File: src/rtl/morse_tx_encoder.sv
`default_nettype none
// ============================================================================
//  Module   : morse_tx_encoder
//  Purpose  : Sends one letter (A..Z) as International Morse on a keying line.
//  Revision : 1.0  initial release
// ============================================================================
module morse_tx_encoder #(
  parameter int DOT_TIME  = 20,
  parameter int DASH_TIME = 60,
  parameter int GAP_TIME  = 10,
  parameter int CHAR_GAP  = 40
) (
  input  logic       clk,
  input  logic       rst,
  input  logic       start_i,
  input  logic [4:0] letter_i,
  input  logic       abort_i,
  output logic       ready_o,
  output logic       key_o,
  output logic       done_o,
  output logic       err_o
);

  // Timers count down to zero, so each interval loads its length minus one.
  localparam logic [6:0] c_DOT_LOAD  = 7'(DOT_TIME - 1);
  localparam logic [6:0] c_DASH_LOAD = 7'(DASH_TIME - 1);
  localparam logic [6:0] c_GAP_LOAD  = 7'(GAP_TIME - 1);
  localparam logic [6:0] c_CGAP_LOAD = 7'(CHAR_GAP - 1);

  typedef enum logic [1:0] {
    S_IDLE  = 2'd0,
    S_MARK  = 2'd1,
    S_SPACE = 2'd2,
    S_CGAP  = 2'd3
  } state_t;

  state_t     r_state;
  logic [6:0] r_timer;
  logic [3:0] r_shift;
  logic [2:0] r_len;
  logic [2:0] r_idx;

  logic [6:0] w_pat;
  logic [3:0] w_aligned;
  logic       w_last;

  always_comb begin
    w_pat = 7'd0;
    case (letter_i)
      5'd0:  w_pat = {3'd2, 4'b0001};
      5'd1:  w_pat = {3'd4, 4'b1000};
      5'd2:  w_pat = {3'd4, 4'b1010};
      5'd3:  w_pat = {3'd3, 4'b0100};
      5'd4:  w_pat = {3'd1, 4'b0000};
      5'd5:  w_pat = {3'd4, 4'b0010};
      5'd6:  w_pat = {3'd3, 4'b0110};
      5'd7:  w_pat = {3'd4, 4'b0000};
      5'd8:  w_pat = {3'd2, 4'b0000};
      5'd9:  w_pat = {3'd4, 4'b0111};
      5'd10: w_pat = {3'd3, 4'b0101};
      5'd11: w_pat = {3'd4, 4'b0100};
      5'd12: w_pat = {3'd2, 4'b0011};
      5'd13: w_pat = {3'd2, 4'b0010};
      5'd14: w_pat = {3'd3, 4'b0111};
      5'd15: w_pat = {3'd4, 4'b0110};
      5'd16: w_pat = {3'd4, 4'b1101};
      5'd17: w_pat = {3'd3, 4'b0010};
      5'd18: w_pat = {3'd3, 4'b0000};
      5'd19: w_pat = {3'd1, 4'b0001};
      5'd20: w_pat = {3'd3, 4'b0001};
      5'd21: w_pat = {3'd4, 4'b0001};
      5'd22: w_pat = {3'd3, 4'b0011};
      5'd23: w_pat = {3'd4, 4'b1001};
      5'd24: w_pat = {3'd4, 4'b1011};
      5'd25: w_pat = {3'd4, 4'b1100};
      default: w_pat = 7'd0;
    endcase
  end

  // Left-justify the code so the current element is always r_shift[3].
  assign w_aligned = w_pat[3:0] << (3'd4 - w_pat[6:4]);
  assign w_last    = (r_idx + 3'd1) >= r_len;

  always_ff @(posedge clk or posedge rst) begin
    if (rst) begin
      r_state <= S_IDLE;
      r_timer <= 7'd0;
      r_shift <= 4'd0;
      r_len   <= 3'd0;
      r_idx   <= 3'd0;
      ready_o <= 1'b1;
      key_o   <= 1'b0;
      done_o  <= 1'b0;
      err_o   <= 1'b0;
    end else begin
      done_o <= 1'b0;
      err_o  <= 1'b0;
      if (r_state == S_IDLE) begin
        if (start_i) begin
          if (letter_i <= 5'd25) begin
            r_state <= S_MARK;
            r_shift <= w_aligned;
            r_len   <= w_pat[6:4];
            r_idx   <= 3'd0;
            r_timer <= w_aligned[3] ? c_DASH_LOAD : c_DOT_LOAD;
            key_o   <= 1'b1;
            ready_o <= 1'b0;
          end else begin
            err_o <= 1'b1;
          end
        end
      end else if (abort_i) begin
        r_state <= S_IDLE;
        r_timer <= 7'd0;
        key_o   <= 1'b0;
        ready_o <= 1'b1;
      end else if (r_timer != 7'd0) begin
        r_timer <= r_timer - 7'd1;
      end else begin
        case (r_state)
          S_MARK: begin
            key_o <= 1'b0;
            if (w_last) begin
              r_state <= S_CGAP;
              r_timer <= c_CGAP_LOAD;
            end else begin
              r_state <= S_SPACE;
              r_timer <= c_GAP_LOAD;
              r_shift <= {r_shift[2:0], 1'b0};
              r_idx   <= r_idx + 3'd1;
            end
          end
          S_SPACE: begin
            r_state <= S_MARK;
            r_timer <= r_shift[3] ? c_DASH_LOAD : c_DOT_LOAD;
            key_o   <= 1'b1;
          end
          S_CGAP: begin
            r_state <= S_IDLE;
            done_o  <= 1'b1;
            ready_o <= 1'b1;
          end
          default: begin
            r_state <= S_IDLE;
            key_o   <= 1'b0;
            ready_o <= 1'b1;
          end
        endcase
      end
    end
  end

endmodule
`default_nettype wire

File: config.mk
export PLATFORM = sky130hd
export DESIGN_NAME = morse_tx_encoder
export DESIGN_NICKNAME = d
export VERILOG_FILES = /design/src/rtl/morse_tx_encoder.sv
export SDC_FILE = /design/constraint.sdc
export NUM_CORES = 1
export LEC_CHECK = 0
export BUFFER_PORTS_ARGS = -buffer_cell sky130_fd_sc_hd__buf_2
export CAP_MARGIN = 20
export CORE_UTILIZATION = 50
export DETAILED_ROUTE_END_ITERATION = 10
export GPL_ROUTABILITY_DRIVEN = 0
export GPL_TIMING_DRIVEN = 0
export PLACE_DENSITY = 0.77
export SLEW_MARGIN = 15
export SYNTH_ARGS = -nofsm -noshare
export SYNTH_HDL_FRONTEND = slang
export SYNTH_SLANG_ARGS = --single-unit
export TNS_END_PERCENT = 10
File: constraint.sdc
create_clock -name clk -period 3 [get_ports clk]
set_clock_uncertainty 0.2 [all_clocks]
set_input_delay 0 -clock clk [delete_from_list [all_inputs] [get_ports clk]]
set_output_delay 0 -clock clk [all_outputs]
set_load 0.05 [all_outputs]
==> flow_summary_export.csv <==
group,metric,value,unit
logic_synthesis,yosysUniqueCellTypes,54,
worst_hold_path,hp-class,"in2reg",
critical_path,path_cells,"ha_1 > xor2_1 > ha_1 > a21oi_1 > o21ai_2 > or4_4 > and2_4 > buf_6 > o21ai_1 > o31ai_1",
clocking,cts_setup_buffers,0,
grt,antenna_found_initial,0,
power,p_per_area,740.8,nW/µm²
placement,pre_cts_ws,0.02498,ns
critical_path,critPathKind,"reg2reg",
clocking,numCtsBuffers,3,
clocking,cts-htree-levels,1,
clocking,clockBufferDepth,2,
logic_synthesis,synthArstFlopShare,1.000,
logic_synthesis,syn_nets,252,
grt,gr-total-overflow,0,
cells_and_area,final_layout_size_suffix_gt1_frac,0.1281,
cells_and_area,fin_nets,270,
outcome,status,"complete, no violations",
critical_path,worstReg2RegEnd,"r_idx[2]",
critical_path,cp_max_fo,6,
critical_path,cp-end-kind,"register",
cells_and_area,antennaDiodeCount,0,
logic_synthesis,synth.area.top_cells,"dfrtp_1, ha_1, nor2_1, mux2i_1, nand2_1",
sta,report.final.slew_viol_count,0,
logic_synthesis,synth_ff_type,"dfrtp_1",
clocking,cts_tree,"built",
critical_path,worstPathArrival,2.75,ns
routing,firstDrtPassIters,4,
power,p_leak,1.038,nW
power,power,0.001579,W
logic_synthesis,synth-seq-cells,23,
critical_path,crit_slowest_cell,"or4_4",
sta,tightestPinTransition,0.8865,ns
sta,max_slew_margin,0.4084,
clocking,cts.sinks,23,
floorplan,fp.dieH,64.28,µm
cells_and_area,synthToLayoutAreaGrowth,9.935,%
logic_synthesis,yosysSeqAreaShare,0.2974,
routing,antenna_left,0,
critical_path,cpMostUsedCell,"ha_1",
critical_path,critPathMaxStageDelay,0.54,ns
logic_synthesis,yosysWarnings,0,
sta,setup_viol,0,
logic_synthesis,syn_inst,225,
sta,tns,0,ns
cells_and_area,fill_cells,347,
clocking,worstSkewPairLatency,0.26,ns
logic_synthesis,syn_area_per_cell,8.619,µm²
logic_synthesis,synth_most_common_cell,"nor2_1",
critical_path,critical_path_buf_inv_count,1,
flow_run,cap_violations,0,
grt,grt_max_degree,24,
logic_synthesis,synth_common_cells,"nor2_1, dfrtp_1, nand2_1",
floorplan,num_rows,22,
critical_path,cp_top_family,"simple AND/OR/NAND/NOR gates",
routing,wire_per_inst,14.03,µm
critical_path,cp-start-kind,"register",
routing,viasPerCell,5.738,
grt,grt_usage,0.2119,
worst_hold_path,min_to,"r_state[0]",
sta,hold_viol,0,
cells_and_area,seq_area,576.8,µm²
floorplan,core_region_area,3689,µm²
sta,clock.fmax,356.2,MHz
cells_and_area,multi_input_area,1246,µm²
critical_path,r2r_setup_slack,0.19,ns
critical_path,reg2reg_from,"r_idx[0]",
worst_hold_path,min_delay_path_depth,2,
critical_path,critPathRequiredTime,2.95,ns
worst_hold_path,min_from,"abort_i",
logic_synthesis,synth-edff-count,0,
sta,period_needed,2.807,ns
floorplan,die_area,4132,µm²
logic_synthesis,syn-cell-area,1939,µm²
floorplan,io_pins,13,
critical_path,reg2reg_depth,10,
logic_synthesis,synth_top_area_frac,0.2839,
clocking,clkTransAtPathRegs,0.08,ns
routing,drtIter0Drc,115,
floorplan,die_w,64.28,µm
routing,drt-total-wl,4.070,mm
sta,fin_ws,0.1925,ns
grt,grt_pass1_vias,1496,
placement,portBuffers,10,
routing,via_count,1664,
power,ir_drop,0.0004853,V
placement,dpl.hpwl,3.052,mm
routing,drc,0,
grt,grt_pass1_wl,6.982,mm
sta,rsz0062_at_grt,"false",
sta,finalCritPeriodShare,0.9358,
logic_synthesis,synth_top_area_cell,"dfrtp_1",
floorplan,initial_utilization,0.5258,
clocking,clock_tree.root_cell,"clkbuf_8",
## power by group
group,internal [W],leakage [nW],switching [W]
registers,0.000434,0.290,0.000118
logic,0.000337,0.725,0.000500
clock network,0.0000948,0.0228,0.0000956
## per-layer routing
layer	wire, µm	global-route usage
met1	2119	0.3318
met2	1769	0.3026
met3	153	0.03750
met4	27	0.03611
met5	0	0
## metrics by stage
stage	hold slack, ns	instance area, µm²	std cells	util
final	0.02110	2132	290	0.5780
after floorplan	-0.1988	1939	225	-
after detailed placement	0.03374	2049	283	0.5556
after global placement	0.03168	2049	283	0.5556
after global routing	0.09934	2132	290	0.5780
after CTS	0.01665	2125	290	0.5760
## flip-flops by register name (all words and copies together), names as in the netlist
name / flops
ready_o: 1
r_timer: 7
key_o: 1
r_state: 2
r_idx: 3
err_o: 1
done_o: 1
r_shift: 4
r_len: 3
## repair_timing
action,CTS,global route
endpoints found under the hold margin,23,0
hold buffers,3,0
endpoints found under the setup margin,0,7
resized for setup,0,3
## cells by family (layout without fill, tap and decap cells)
logic type                 after synthesis  after routing  synth area share
and+or+nand+nor                         76             76            0.2039
AOI/OAI and AO/OA                       61             61            0.2213
buffers and inverters                   29             46           0.06387
DFF                                     23             23            0.2974
adders and majority gates               18             18            0.1161
muxes                                   12             12           0.07032
xor gates and xnor gates                 6              6           0.02710
## final cells by class
| class | instances | share of cell area |
|---|---|---|
| multi-input combinational | 173 | 0.5845 |
| sequential | 23 | 0.2705 |
| buffer | 11 | 0.02641 |
| inverter | 18 | 0.03169 |
| timing repair buffer | 13 | 0.03756 |
| clock buffer | 4 | 0.02113 |
| tap | 48 | 0.02817 |
## worst max path at each step
stage                            from    endpoint  slack, ns  depth (start not counted)
after global routing         r_idx[0]  r_shift[3]       0.02                         10
after global placement    letter_i[0]  r_timer[3]       0.08                         11
after floorplan              r_idx[0]    r_idx[2]       0.31                         10
after detailed placement  letter_i[0]  r_timer[3]       0.02                         11
final                        r_idx[0]    r_idx[2]       0.19                         10
after CTS                    r_idx[0]    r_idx[2]       0.04                         10
## layout by cell type, fill, tap and decap left out, types with 2 or more instances in the layout
| master | Yosys | routed |
|---|---|---|
| a21oi_1 | 13 | 13 |
| nor3_1 | 6 | 6 |
| xnor2_1 | 2 | 2 |
| dfrtp_1 | 22 | 22 |
| and3b_1 | 3 | 3 |
| nor2b_1 | 2 | 2 |
| mux2i_1 | 8 | 8 |
| o31ai_1 | 3 | 3 |
| and3_1 | 4 | 4 |
| clkbuf_8 | 0 | 3 |
| a221oi_1 | 4 | 4 |
| o22a_1 | 5 | 5 |
| nor2_1 | 23 | 23 |
| inv_1 | 18 | 18 |
| ha_1 | 18 | 18 |
| dlygate4sd3_1 | 0 | 3 |
| a211oi_1 | 3 | 3 |
| buf_1 | 2 | 2 |
| nand3_1 | 3 | 3 |
| a32o_1 | 2 | 2 |
| o22ai_1 | 2 | 2 |
| clkbuf_1 | 4 | 5 |
| a31oi_1 | 3 | 3 |
| nor4b_1 | 2 | 2 |
| buf_2 | 3 | 13 |
| a21o_1 | 6 | 6 |
| xor2_1 | 4 | 4 |
| o211ai_1 | 2 | 2 |
| o21ai_0 | 6 | 5 |
| nand2_1 | 21 | 21 |
| mux2_2 | 3 | 3 |
| nand2b_1 | 4 | 4 |
No activity file was read; power rests on OpenSTA's default activity.
